[src/rtl/branch_pkg.sv]
// Shared constants and helpers for the execute-stage branch resolver:
// B-type funct3 encodings, 2-bit predictor counter encodings and the
// saturating counter update used by the history table.
package branch_pkg;

    localparam logic [2:0] F3_BEQ  = 3'b000;
    localparam logic [2:0] F3_BNE  = 3'b001;
    localparam logic [2:0] F3_BLT  = 3'b100;
    localparam logic [2:0] F3_BGE  = 3'b101;
    localparam logic [2:0] F3_BLTU = 3'b110;
    localparam logic [2:0] F3_BGEU = 3'b111;

    localparam logic [1:0] SNT = 2'b00;  // strongly not-taken
    localparam logic [1:0] WNT = 2'b01;  // weakly not-taken
    localparam logic [1:0] WT  = 2'b10;  // weakly taken
    localparam logic [1:0] ST  = 2'b11;  // strongly taken

    // Move one step towards the resolved direction, pinned at the extremes.
    function automatic logic [1:0] sat_ctr_update(input logic [1:0] ctr,
                                                  input logic       taken);
        logic [1:0] nxt;
        nxt = ctr;
        if (taken) begin
            if (ctr != ST) begin
                nxt = ctr + 2'd1;
            end else begin
                nxt = ST;
            end
        end else begin
            if (ctr != SNT) begin
                nxt = ctr - 2'd1;
            end else begin
                nxt = SNT;
            end
        end
        return nxt;
    endfunction

endpackage

[src/rtl/bht_2bit.sv]
// Branch history table of 2-bit saturating counters. The read port is
// combinational (fetch-time prediction = counter MSB); the write port
// updates one counter at the clock edge, so a same-cycle read of the entry
// being written returns the value from before the update.
module bht_2bit
    import branch_pkg::*;
#(
    parameter int         BHT_DEPTH = 64,
    parameter logic [1:0] CTR_INIT  = WNT,
    localparam int        IDX_W     = $clog2(BHT_DEPTH)
) (
    input  logic             i_clk,
    input  logic             i_reset,
    input  logic [IDX_W-1:0] i_rd_idx,
    output logic             o_rd_taken,
    input  logic [IDX_W-1:0] i_wr_idx,
    input  logic             i_wr_taken,
    input  logic             i_we
);

    logic [1:0] r_ctr [BHT_DEPTH];

    assign o_rd_taken = r_ctr[i_rd_idx][1];

    // Counter array: reset every entry, otherwise train the addressed entry.
    always_ff @(posedge i_clk) begin
        if (i_reset) begin
            for (int i = 0; i < BHT_DEPTH; i++) begin
                r_ctr[i] <= CTR_INIT;
            end
        end else if (i_we) begin
            r_ctr[i_wr_idx] <= sat_ctr_update(r_ctr[i_wr_idx], i_wr_taken);
        end
    end

endmodule

[src/rtl/branch_resolve_unit.sv]
// Execute-stage branch/jump resolution. Evaluates all B-type conditions plus
// JAL/JALR, raises a registered one-cycle redirect whenever fetch went the
// wrong way, trains the 2-bit history table and keeps wrapping counts of
// resolved branches and branch mispredicts.
module branch_resolve_unit
    import branch_pkg::*;
#(
    parameter int         XLEN      = 32,
    parameter int         BHT_DEPTH = 64,
    parameter logic [1:0] CTR_INIT  = WNT
) (
    input  logic            i_clk,
    input  logic            i_reset,
    input  logic [XLEN-1:0] i_if_pc,
    output logic            o_if_pred_taken,
    input  logic            i_ex_valid,
    input  logic            i_ex_stall,
    input  logic            i_ex_is_branch,
    input  logic            i_ex_is_jal,
    input  logic            i_ex_is_jalr,
    input  logic [2:0]      i_ex_funct3,
    input  logic [XLEN-1:0] i_ex_pc,
    input  logic [XLEN-1:0] i_ex_rs1,
    input  logic [XLEN-1:0] i_ex_rs2,
    input  logic [XLEN-1:0] i_ex_imm,
    input  logic            i_ex_pred_taken,
    output logic            o_redirect_valid,
    output logic [XLEN-1:0] o_redirect_pc,
    output logic [XLEN-1:0] o_link_addr,
    output logic            o_br_illegal,
    output logic [XLEN-1:0] o_branch_count,
    output logic [XLEN-1:0] o_mispredict_count
);

    localparam int              IDX_W     = $clog2(BHT_DEPTH);
    localparam logic [XLEN-1:0] JALR_MASK = {{(XLEN-1){1'b1}}, 1'b0};
    localparam logic [XLEN-1:0] INSN_LEN  = XLEN'(4);

    logic            w_fire;
    logic            w_cond_taken;
    logic            w_f3_legal;
    logic [XLEN-1:0] w_pc_plus4;
    logic [XLEN-1:0] w_br_target;
    logic [XLEN-1:0] w_jalr_target;
    logic            w_redirect;
    logic [XLEN-1:0] w_redirect_pc;
    logic            w_link_we;
    logic            w_bht_we;
    logic            w_illegal;
    logic            w_br_inc;
    logic            w_mispred_inc;
    logic            w_unused;

    logic            r_redirect_valid;
    logic [XLEN-1:0] r_redirect_pc;
    logic [XLEN-1:0] r_link_addr;
    logic            r_br_illegal;
    logic [XLEN-1:0] r_branch_count;
    logic [XLEN-1:0] r_mispredict_count;

    assign w_fire        = i_ex_valid & ~i_ex_stall &
                           (i_ex_is_branch | i_ex_is_jal | i_ex_is_jalr);
    assign w_pc_plus4    = i_ex_pc + INSN_LEN;
    assign w_br_target   = i_ex_pc + i_ex_imm;
    assign w_jalr_target = (i_ex_rs1 + i_ex_imm) & JALR_MASK;

    // Only the word-index bits of the fetch PC address the table.
    assign w_unused = ^{i_if_pc[1:0], i_if_pc[XLEN-1:IDX_W+2]};

    bht_2bit #(
        .BHT_DEPTH (BHT_DEPTH),
        .CTR_INIT  (CTR_INIT)
    ) u_bht (
        .i_clk      (i_clk),
        .i_reset    (i_reset),
        .i_rd_idx   (i_if_pc[IDX_W+1:2]),
        .o_rd_taken (o_if_pred_taken),
        .i_wr_idx   (i_ex_pc[IDX_W+1:2]),
        .i_wr_taken (w_cond_taken),
        .i_we       (w_bht_we)
    );

    // Branch condition evaluation; 010/011 are reserved and never taken.
    always_comb begin
        w_cond_taken = 1'b0;
        w_f3_legal   = 1'b1;
        case (i_ex_funct3)
            F3_BEQ:  w_cond_taken = (i_ex_rs1 == i_ex_rs2);
            F3_BNE:  w_cond_taken = (i_ex_rs1 != i_ex_rs2);
            F3_BLT:  w_cond_taken = ($signed(i_ex_rs1) <  $signed(i_ex_rs2));
            F3_BGE:  w_cond_taken = ($signed(i_ex_rs1) >= $signed(i_ex_rs2));
            F3_BLTU: w_cond_taken = (i_ex_rs1 <  i_ex_rs2);
            F3_BGEU: w_cond_taken = (i_ex_rs1 >= i_ex_rs2);
            default: begin
                w_cond_taken = 1'b0;
                w_f3_legal   = 1'b0;
            end
        endcase
    end

    // Resolution: pick the instruction class (jalr > jal > branch) and
    // decide redirect, link write, table training and counter increments.
    always_comb begin
        w_redirect    = 1'b0;
        w_redirect_pc = w_pc_plus4;
        w_link_we     = 1'b0;
        w_bht_we      = 1'b0;
        w_illegal     = 1'b0;
        w_br_inc      = 1'b0;
        w_mispred_inc = 1'b0;
        if (w_fire) begin
            if (i_ex_is_jalr) begin
                w_redirect    = 1'b1;
                w_redirect_pc = w_jalr_target;
                w_link_we     = 1'b1;
            end else if (i_ex_is_jal) begin
                w_redirect    = 1'b1;
                w_redirect_pc = w_br_target;
                w_link_we     = 1'b1;
            end else if (w_f3_legal) begin
                w_bht_we      = 1'b1;
                w_br_inc      = 1'b1;
                w_mispred_inc = (w_cond_taken != i_ex_pred_taken);
                w_redirect    = w_mispred_inc;
                w_redirect_pc = w_cond_taken ? w_br_target : w_pc_plus4;
            end else begin
                w_illegal     = 1'b1;
            end
        end else begin
            w_redirect    = 1'b0;
        end
    end

    // Output registers and performance counters; reset overrides any resolve.
    always_ff @(posedge i_clk) begin
        if (i_reset) begin
            r_redirect_valid   <= 1'b0;
            r_redirect_pc      <= '0;
            r_link_addr        <= '0;
            r_br_illegal       <= 1'b0;
            r_branch_count     <= '0;
            r_mispredict_count <= '0;
        end else begin
            r_redirect_valid <= w_redirect;
            r_br_illegal     <= w_illegal;
            if (w_redirect) begin
                r_redirect_pc <= w_redirect_pc;
            end
            if (w_link_we) begin
                r_link_addr <= w_pc_plus4;
            end
            if (w_br_inc) begin
                r_branch_count <= r_branch_count + XLEN'(1);
            end
            if (w_mispred_inc) begin
                r_mispredict_count <= r_mispredict_count + XLEN'(1);
            end
        end
    end

    assign o_redirect_valid   = r_redirect_valid;
    assign o_redirect_pc      = r_redirect_pc;
    assign o_link_addr        = r_link_addr;
    assign o_br_illegal       = r_br_illegal;
    assign o_branch_count     = r_branch_count;
    assign o_mispredict_count = r_mispredict_count;

endmodule

[config.mk]
export PLATFORM = sky130hd
export DESIGN_NAME = branch_resolve_unit
export DESIGN_NICKNAME = d
export VERILOG_FILES = /design/src/rtl/branch_pkg.sv /design/src/rtl/bht_2bit.sv /design/src/rtl/branch_resolve_unit.sv
export SDC_FILE = /design/constraint.sdc
export NUM_CORES = 1
export LEC_CHECK = 0
export BUFFER_PORTS_ARGS = -buffer_cell sky130_fd_sc_hd__buf_4
export CAP_MARGIN = 20
export CORE_ASPECT_RATIO = 0.9
export CORE_UTILIZATION = 45
export CTS_CLUSTER_DIAMETER = 200
export DETAILED_ROUTE_END_ITERATION = 8
export PLACE_DENSITY_LB_ADDON = 0.12
export SLEW_MARGIN = 30
export SYNTH_ARGS = -nofsm -noshare
export SYNTH_HDL_FRONTEND = slang
export SYNTH_HIERARCHICAL = 1
export SYNTH_SLANG_ARGS = --single-unit
[constraint.sdc]
create_clock -name i_clk -period 5.4 [get_ports i_clk]
set_input_delay 0.54 -clock i_clk [delete_from_list [all_inputs] [get_ports i_clk]]
set_output_delay 0.54 -clock i_clk [all_outputs]
set_load 0.005 [all_outputs]
### Word-level counts from Yosys, hierarchy flattened

Memories as Yosys holds them, arrays and structs flattened.
Index checks and enable logic that the tools add are counted.

| storage, ports and cells | value |
|---|---|
| latch bits | 0 |
| memory bits (read-only) | 0 |
| bits in writable memories | 128 |
| register bits | 130 |
| logic and storage cells | 73 |
| memories | 1 |

Memory list:

| name | depth | bits a word | read ports | clocked after Yosys merged registers in | wr ports | line | source |
|---|---|---|---|---|---|---|---|
| u_bht.r_ctr | 64 | 2 | 2 | 0 | 64 | bht_2bit.sv:21 | `logic [1:0] r_ctr [BHT_DEPTH];` |

| operators by class | value |
|---|---|
| magnitude comparators | 4 |
| multiplexer cells | 35 |
| divide/modulo/power cells | 0 |
| reductions and logical operators | 5 |
| shifts and indexed selects | 0 |
| $mul | 0 |
| eq/ne operators | 9 |
| bitwise gates (word level) | 6 |
| add/sub/neg operators | 7 |

Operators with widths:

| cell | number |
|---|---|
| 32-bit 2-to-1 mux | 5 |
| 32-bit by 1-bit adder with 32-bit output, second input constant | 2 |
| 32-bit adder | 2 |
| 32-bit greater-or-equal comparator | 2 |
| 32-bit less-than comparator | 2 |
| 32-bit by 3-bit adder with 32-bit output, second input constant | 1 |
| 32-bit == test | 1 |
| 32-bit != test | 1 |
| 1-bit 2-to-1 mux | 22 |
| 3-bit == test, second input constant | 4 |
| 2-bit 2-to-1 mux | 6 |
| 6-bit 2-to-1 mux | 1 |
| 1-bit one-hot mux with 6 select lines | 1 |
| 6-bit OR reduction | 1 |
| 4-bit OR reduction | 1 |
| 3-bit by 1-bit == test with 1-bit output, second input constant | 1 |
| 3-bit logical NOT | 1 |
| 2-bit by 1-bit adder with 2-bit output, second input constant | 1 |
| 1-bit bitwise AND | 2 |
| 2-bit != test, second input constant | 1 |
| 1-bit NOT | 2 |
| 1-bit bitwise OR | 2 |
| 2-bit nonzero test | 1 |
| 2-bit OR reduction | 1 |
| other kinds (2) | 2 |

### Longest topological paths before layout

| depth | value |
|---|---|
| depth in word-level cells | 12 |
| mapped depth | 14 |
| depth with buffers taken out | 13 |

### Hierarchy

Netlist, hierarchy kept.

By module, submodules not included:

| module | cells an instance | sequential area each (sq um) | area each (sq um) | times used |
|---|---|---|---|---|
| branch_resolve_unit | 1311 | 2602.5 | 10198.5 | 1 |
| bht_2bit | 625 | 3843.7 | 7086.8 | 1 |

### Worst setup path before layout

No wires, ideal clock.

| timing | value |
|---|---|
| path kind | input to register |
| from | in i_ex_rs2[13] |
| to | reg r_mispredict_count[8], in the netlist o_mispredict_count[8] |
| data required time | 5330 ps |
| path slack | 1738 ps |
| arrival | 3591 ps |
| cell stages on the path | 14 |
| setup time | 70 ps |
| cells stage by stage | inv_1 -> ha_1 -> a21o_1 -> a21o_1 -> a21o_1 -> o41ai_2 -> a21o_1 -> a21boi_2 -> or3_1 -> buf_2 -> a2111o_1 -> buf_2 -> or3_1 -> a21oi_1 |

| between the ends | value |
|---|---|
| cells in the longest elaborated chain, start to end | 7 |

Ends and longest elaborated chain:

| what | line | source |
|---|---|---|
| from (decl) | branch_resolve_unit.sv:24 | `input logic [XLEN-1:0] i_ex_rs2,` |
| 32-bit greater-or-equal comparator (tied with other cells) | branch_resolve_unit.sv:93 | `F3_BGEU: w_cond_taken = (i_ex_rs1 >= i_ex_rs2);` |
| 1-bit one-hot mux with 6 select lines (*) | branch_resolve_unit.sv:87 | `case (i_ex_funct3)` |
| 1-bit != test (*) | branch_resolve_unit.sv:123 | `w_mispred_inc = (w_cond_taken != i_ex_pred_taken);` |
| 1-bit 2-to-1 mux (*) | branch_resolve_unit.sv:120 | `end else if (w_f3_legal) begin` |
| 1-bit 2-to-1 mux (*) | branch_resolve_unit.sv:116 | `end else if (i_ex_is_jal) begin` |
| 1-bit 2-to-1 mux (*) | branch_resolve_unit.sv:112 | `if (i_ex_is_jalr) begin` |
| 1-bit 2-to-1 mux (*) | branch_resolve_unit.sv:111 | `if (w_fire) begin` |
| to (signal assigned) | branch_resolve_unit.sv:156 | `r_mispredict_count <= r_mispredict_count + XLEN'(1);` |
| to (decl) | branch_resolve_unit.sv:59 | `logic [XLEN-1:0] r_mispredict_count;` |

Every way passes the cells marked *; elsewhere a longest branch is shown, timed or not.
A chain may end at the register's enable or synchronous reset.

### Worst setup path after layout

| timing | value |
|---|---|
| from | in i_ex_rs1[23] |
| to | reg r_redirect_pc[22], in the netlist o_redirect_pc[22] |

| between the ends | value |
|---|---|
| cells in the longest elaborated chain, start to end | 7 |

Ends and longest elaborated chain:

| what | line | source |
|---|---|---|
| from (decl) | branch_resolve_unit.sv:23 | `input logic [XLEN-1:0] i_ex_rs1,` |
| 32-bit greater-or-equal comparator (tied with other cells) | branch_resolve_unit.sv:93 |  |
| 1-bit one-hot mux with 6 select lines (*) | branch_resolve_unit.sv:87 |  |
| 32-bit 2-to-1 mux / 1-bit != test (equally long branches) | branch_resolve_unit.sv:125, branch_resolve_unit.sv:123 |  |
| 32-bit 2-to-1 mux / 1-bit 2-to-1 mux (equally long branches) | branch_resolve_unit.sv:120 |  |
| 32-bit 2-to-1 mux / 1-bit 2-to-1 mux (equally long branches) | branch_resolve_unit.sv:116 |  |
| 32-bit 2-to-1 mux / 1-bit 2-to-1 mux (equally long branches) | branch_resolve_unit.sv:112 |  |
| 32-bit 2-to-1 mux / 1-bit 2-to-1 mux (equally long branches) | branch_resolve_unit.sv:111 |  |
| to (signal assigned) | branch_resolve_unit.sv:147 | `r_redirect_pc <= w_redirect_pc;` |
| to (decl) | branch_resolve_unit.sv:55 | `logic [XLEN-1:0] r_redirect_pc;` |

Marks and branches as above.

==> run summary <==
• Hold Slack: 0.2548 ns
• internal power summed over all cells: 3.953 mW
• clock power share: 40.4%
• per-cell via count in the routed design: 6.198
• dpl cell area: 0.01962 mm2
• slew at the pin with the worst max-slew slack: 0.9464 ns
• average size of a mapped cell: 8.928 um2
• sequential group share of total power: 38.6%
• area taken by flip-flops and latches: 0.006446 mm2
• die width: 208.6 um
• sequential element share of the synthesized area: 37.29%
• wire length of the first global-routing pass: 87980 um
• number of nets with antenna violations after routing: 0
• Comb pwr share: 21.0%
• final sum of negative setup slack: 0 ns
• Hold Buf Count CTS: 0
• IO buf count: 275
• instance count of the mapped netlist: 1936
• Critical Path Source Type: primary input
• maximum capacitance violations: 0
• DIE HEIGHT: 187.9 um
• aggregate routed wire length: 58260 um
• quantity of gates resized following cts: 0
• Hold Path Origin: i_ex_pc[1]
• number of ports placed on the die boundary: 302
• depth of the CTS H-tree: 1
• proportion of netlist area held by the largest area contributor: 22.24%
• CTS root buf: sky130_fd_sc_hd__clkbuf_16
• share of the cycle needed by the critical path after routing: 73.72%
• clk slew on worst S/H paths: 0.06 ns
• Synth Cell Area: 0.01729 mm2
• share of flip-flops with an asynchronous set or reset after synthesis: 0%
• static power due to leakage: 8.030 nW
• most common library cell in the layout ignoring fill and taps: sky130_fd_sc_hd__buf_4
• area added between synthesis and finish: 20.17%
• via count of the routed design: 16470
• data required time of the worst path: 5.91 ns
• net switching share of the total power: 29.02%
• clock skew after layout: 0.007089 ns
• clock tree from TritonCTS: done
• ratio of cells with drive above 1 in the final layout: 19.54%
• cell area power density: 268.1 mW/mm2
• die area: 0.03920 mm2
• gr usage total: 28.65%
• hold crit path type: primary input to register
• EDFF count, synth: 128
• worst setup path startpoint: i_ex_rs1[23]
• Reg-to-Reg Start: u_bht/r_ctr[7][0]$_SDFFCE_PN1P_
• slew margin rel.: 36.84%
• Synth Net Count: 2205
• Final Total Pwr: 5.569 mW
• maximum fanout encountered on the critical timing path: 26
• post-layout min period: 3.981 ns
• floorplan row count: 67
• number of buffers created by CTS: 31
• max-slew violation total from the final report: 0
• largest vdd supply drop: 226.2 uV
• CTS max path bufs: 3
• weighted congestion at the end of routability-driven global placement: 0.8998
• GRT overflow: 0
• count of routing violations after the opening detailed-route iteration: 1545
• initial standard-cell utilization of the core: 46.03%
• switching power: 1.616 mW
• most frequent cells in the layout: 301 x sky130_fd_sc_hd__buf_4, 181 x sky130_fd_sc_hd__nor2_1, 172 x sky130_fd_sc_hd__nand2_1
• area of combinational cells with multiple inputs: 0.01003 mm2
• number of warning messages in the yosys log: 6
• category of the most critical setup path: primary input to register
• DR WL/cell: 21.93 um
• ranking of synthesized cells by area: sky130_fd_sc_hd__edfxtp_1 22%, sky130_fd_sc_hd__dfxtp_1 15%, sky130_fd_sc_hd__ha_1 6.9%
• run status: finished, final reports clean
• HPWL after detailed placement: 42620 um
• crit path capture type: register
• maximum number of pins on one net before global-route repair: 93
• data arrival time of the worst path: 4.49 ns
• post-route DRC violation count: 0
• fillers: 3429
• total setup buffers inserted after CTS: 0
• top flip-flop cell by instance count after synthesis: sky130_fd_sc_hd__dfxtp_1
• Synth Register Bits: 258
• number of global-route vias before repair: 15300
• biggest area consumer among synthesized cells: sky130_fd_sc_hd__edfxtp_1
• setup repair after global routing missed its margin: false
• final hold violation count: 0
• length of the first detailed-routing pass in iterations: 5
• total number of clock tree sinks: 258
• floorplan core area: 0.03756 mm2
• number of nets in the layout: 2414
• Min-Delay Path Depth: 3
• clock latency reported for the late side of the worst-skew pair: 0.57 ns
• number of antenna violations at the first check in global routing: 4
• worst-case reg-to-reg path depth: 8
• Finish-stage setup viols: 0
• Max Freq: 0.2512 GHz
• Design Area, Final: 0.02077 mm2
• post-synthesis cell type count: 91
[path summary, 6_finish.rpt]
| kind | endpoint | slack (ns) |
|---|---|---|
| min reg2reg | o_link_addr[3]$_SDFFE_PP0P_ | 0.47 |
| min | o_link_addr[1]$_SDFFE_PP0P_ | 0.25 |
| max | o_redirect_pc[22]$_SDFFE_PP0P_ | 1.42 |
| max reg2reg | u_bht/r_ctr[31][0]$_SDFFCE_PN1P_ | 2.27 |
[cell usage after synthesis (all sizes together) (6+ instances only)]
master	count
nor2	182
nand2	172
dfxtp	130
edfxtp	128
o21ai	110
nand3	109
a21oi	106
ha	96
clkbuf	90
inv	65
xor2	62
nor3	59
xnor2	51
a211oi	43
nand4	42
a21o	40
buf	38
mux2i	35
mux4	29
o31ai	27
and3	24
nor2b	23
nor4	21
or3	21
o211ai	18
a31oi	16
nand2b	14
a221oi	11
and2	11
and4	10
a22oi	9
o21a	9
or4	9
a2111oi	8
o22ai	8
a211o	7
a31o	7
or2	7
mux2	6
[metal layers]
layer	vias up	GRT usage (%)	part of all wire, %	routed length, um
met1	7947	41.29	45	26010
met4	0	8.314	2.8	1610
met2	760	42.67	43	24960
met3	98	6.448	9.8	5684
li1	7664	-	-	-
met5	-	0	0	0
[critical path, stage by stage]
cell	delay, ns
sky130_fd_sc_hd__buf_4	0.12
sky130_fd_sc_hd__ha_1	0.29
sky130_fd_sc_hd__nand4_1	0.28
sky130_fd_sc_hd__nor4_2	0.65
sky130_fd_sc_hd__nand3_1	0.22
sky130_fd_sc_hd__a211o_1	0.32
sky130_fd_sc_hd__o211ai_2	0.19
sky130_fd_sc_hd__mux2_2	0.27
sky130_fd_sc_hd__or4b_1	0.50
sky130_fd_sc_hd__buf_4	0.26
sky130_fd_sc_hd__nor2_2	0.59
sky130_fd_sc_hd__a22o_1	0.26
[state kept, by name (all words and copies together) (netlist names)]
signal	flops
u_bht/r_ctr	128
o_branch_count	32
o_link_addr	32
o_redirect_pc	32
o_br_illegal	1
o_mispredict_count	32
o_redirect_valid	1
[power by group through the flow]
stage / clock network [mW] / registers (mW) / logic [mW]
floorplan: 0 / 2.18 / 0.740
global placement: 0 / 2.19 / 1.12
detailed placement: 0 / 2.19 / 1.14
CTS: 2.28 / 2.15 / 1.15
global route: 2.34 / 2.15 / 1.26
finish: 2.25 / 2.15 / 1.17
[logic make-up (layout without fill, tap and decap cells)]
kind of cell / after synthesis / count (layout) / share of synthesized area [%]
buffers and inverters: 194 / 428 / 4.741
other: 0 / 4 / 0
XOR/XNOR: 113 / 113 / 5.726
AO/OA/AOI/OAI: 480 / 480 / 18.45
multiplexers: 70 / 70 / 6.196
adder cells (fa/ha/maj): 100 / 100 / 7.304
flip-flops: 258 / 258 / 37.29
AND/OR/NAND/NOR: 721 / 721 / 20.29
[area by class of cell]
type,count,area share [%]
Inverter,66,1.193
Timing Repair Buffer,304,11.16
Multi-Input combinational cell,1484,48.30
Antenna cell,4,0.04819
Sequential cell,258,31.03
Clock buffer,43,4.385
Tap cell,483,2.909
Clock inverter,15,0.9638
[stage by stage]
stage	std cells	worst slack [ns]	util (%)
2_1_floorplan	1936	1.738	-
3_3_place_gp	2594	1.028	52.24
3_5_place_dp	2594	0.9627	52.24
4_1_cts	2652	1.532	55.20
5_1_grt	2656	1.315	55.30
6_report	2657	1.419	55.31
Note: power is estimated with default switching activity, not from simulation.
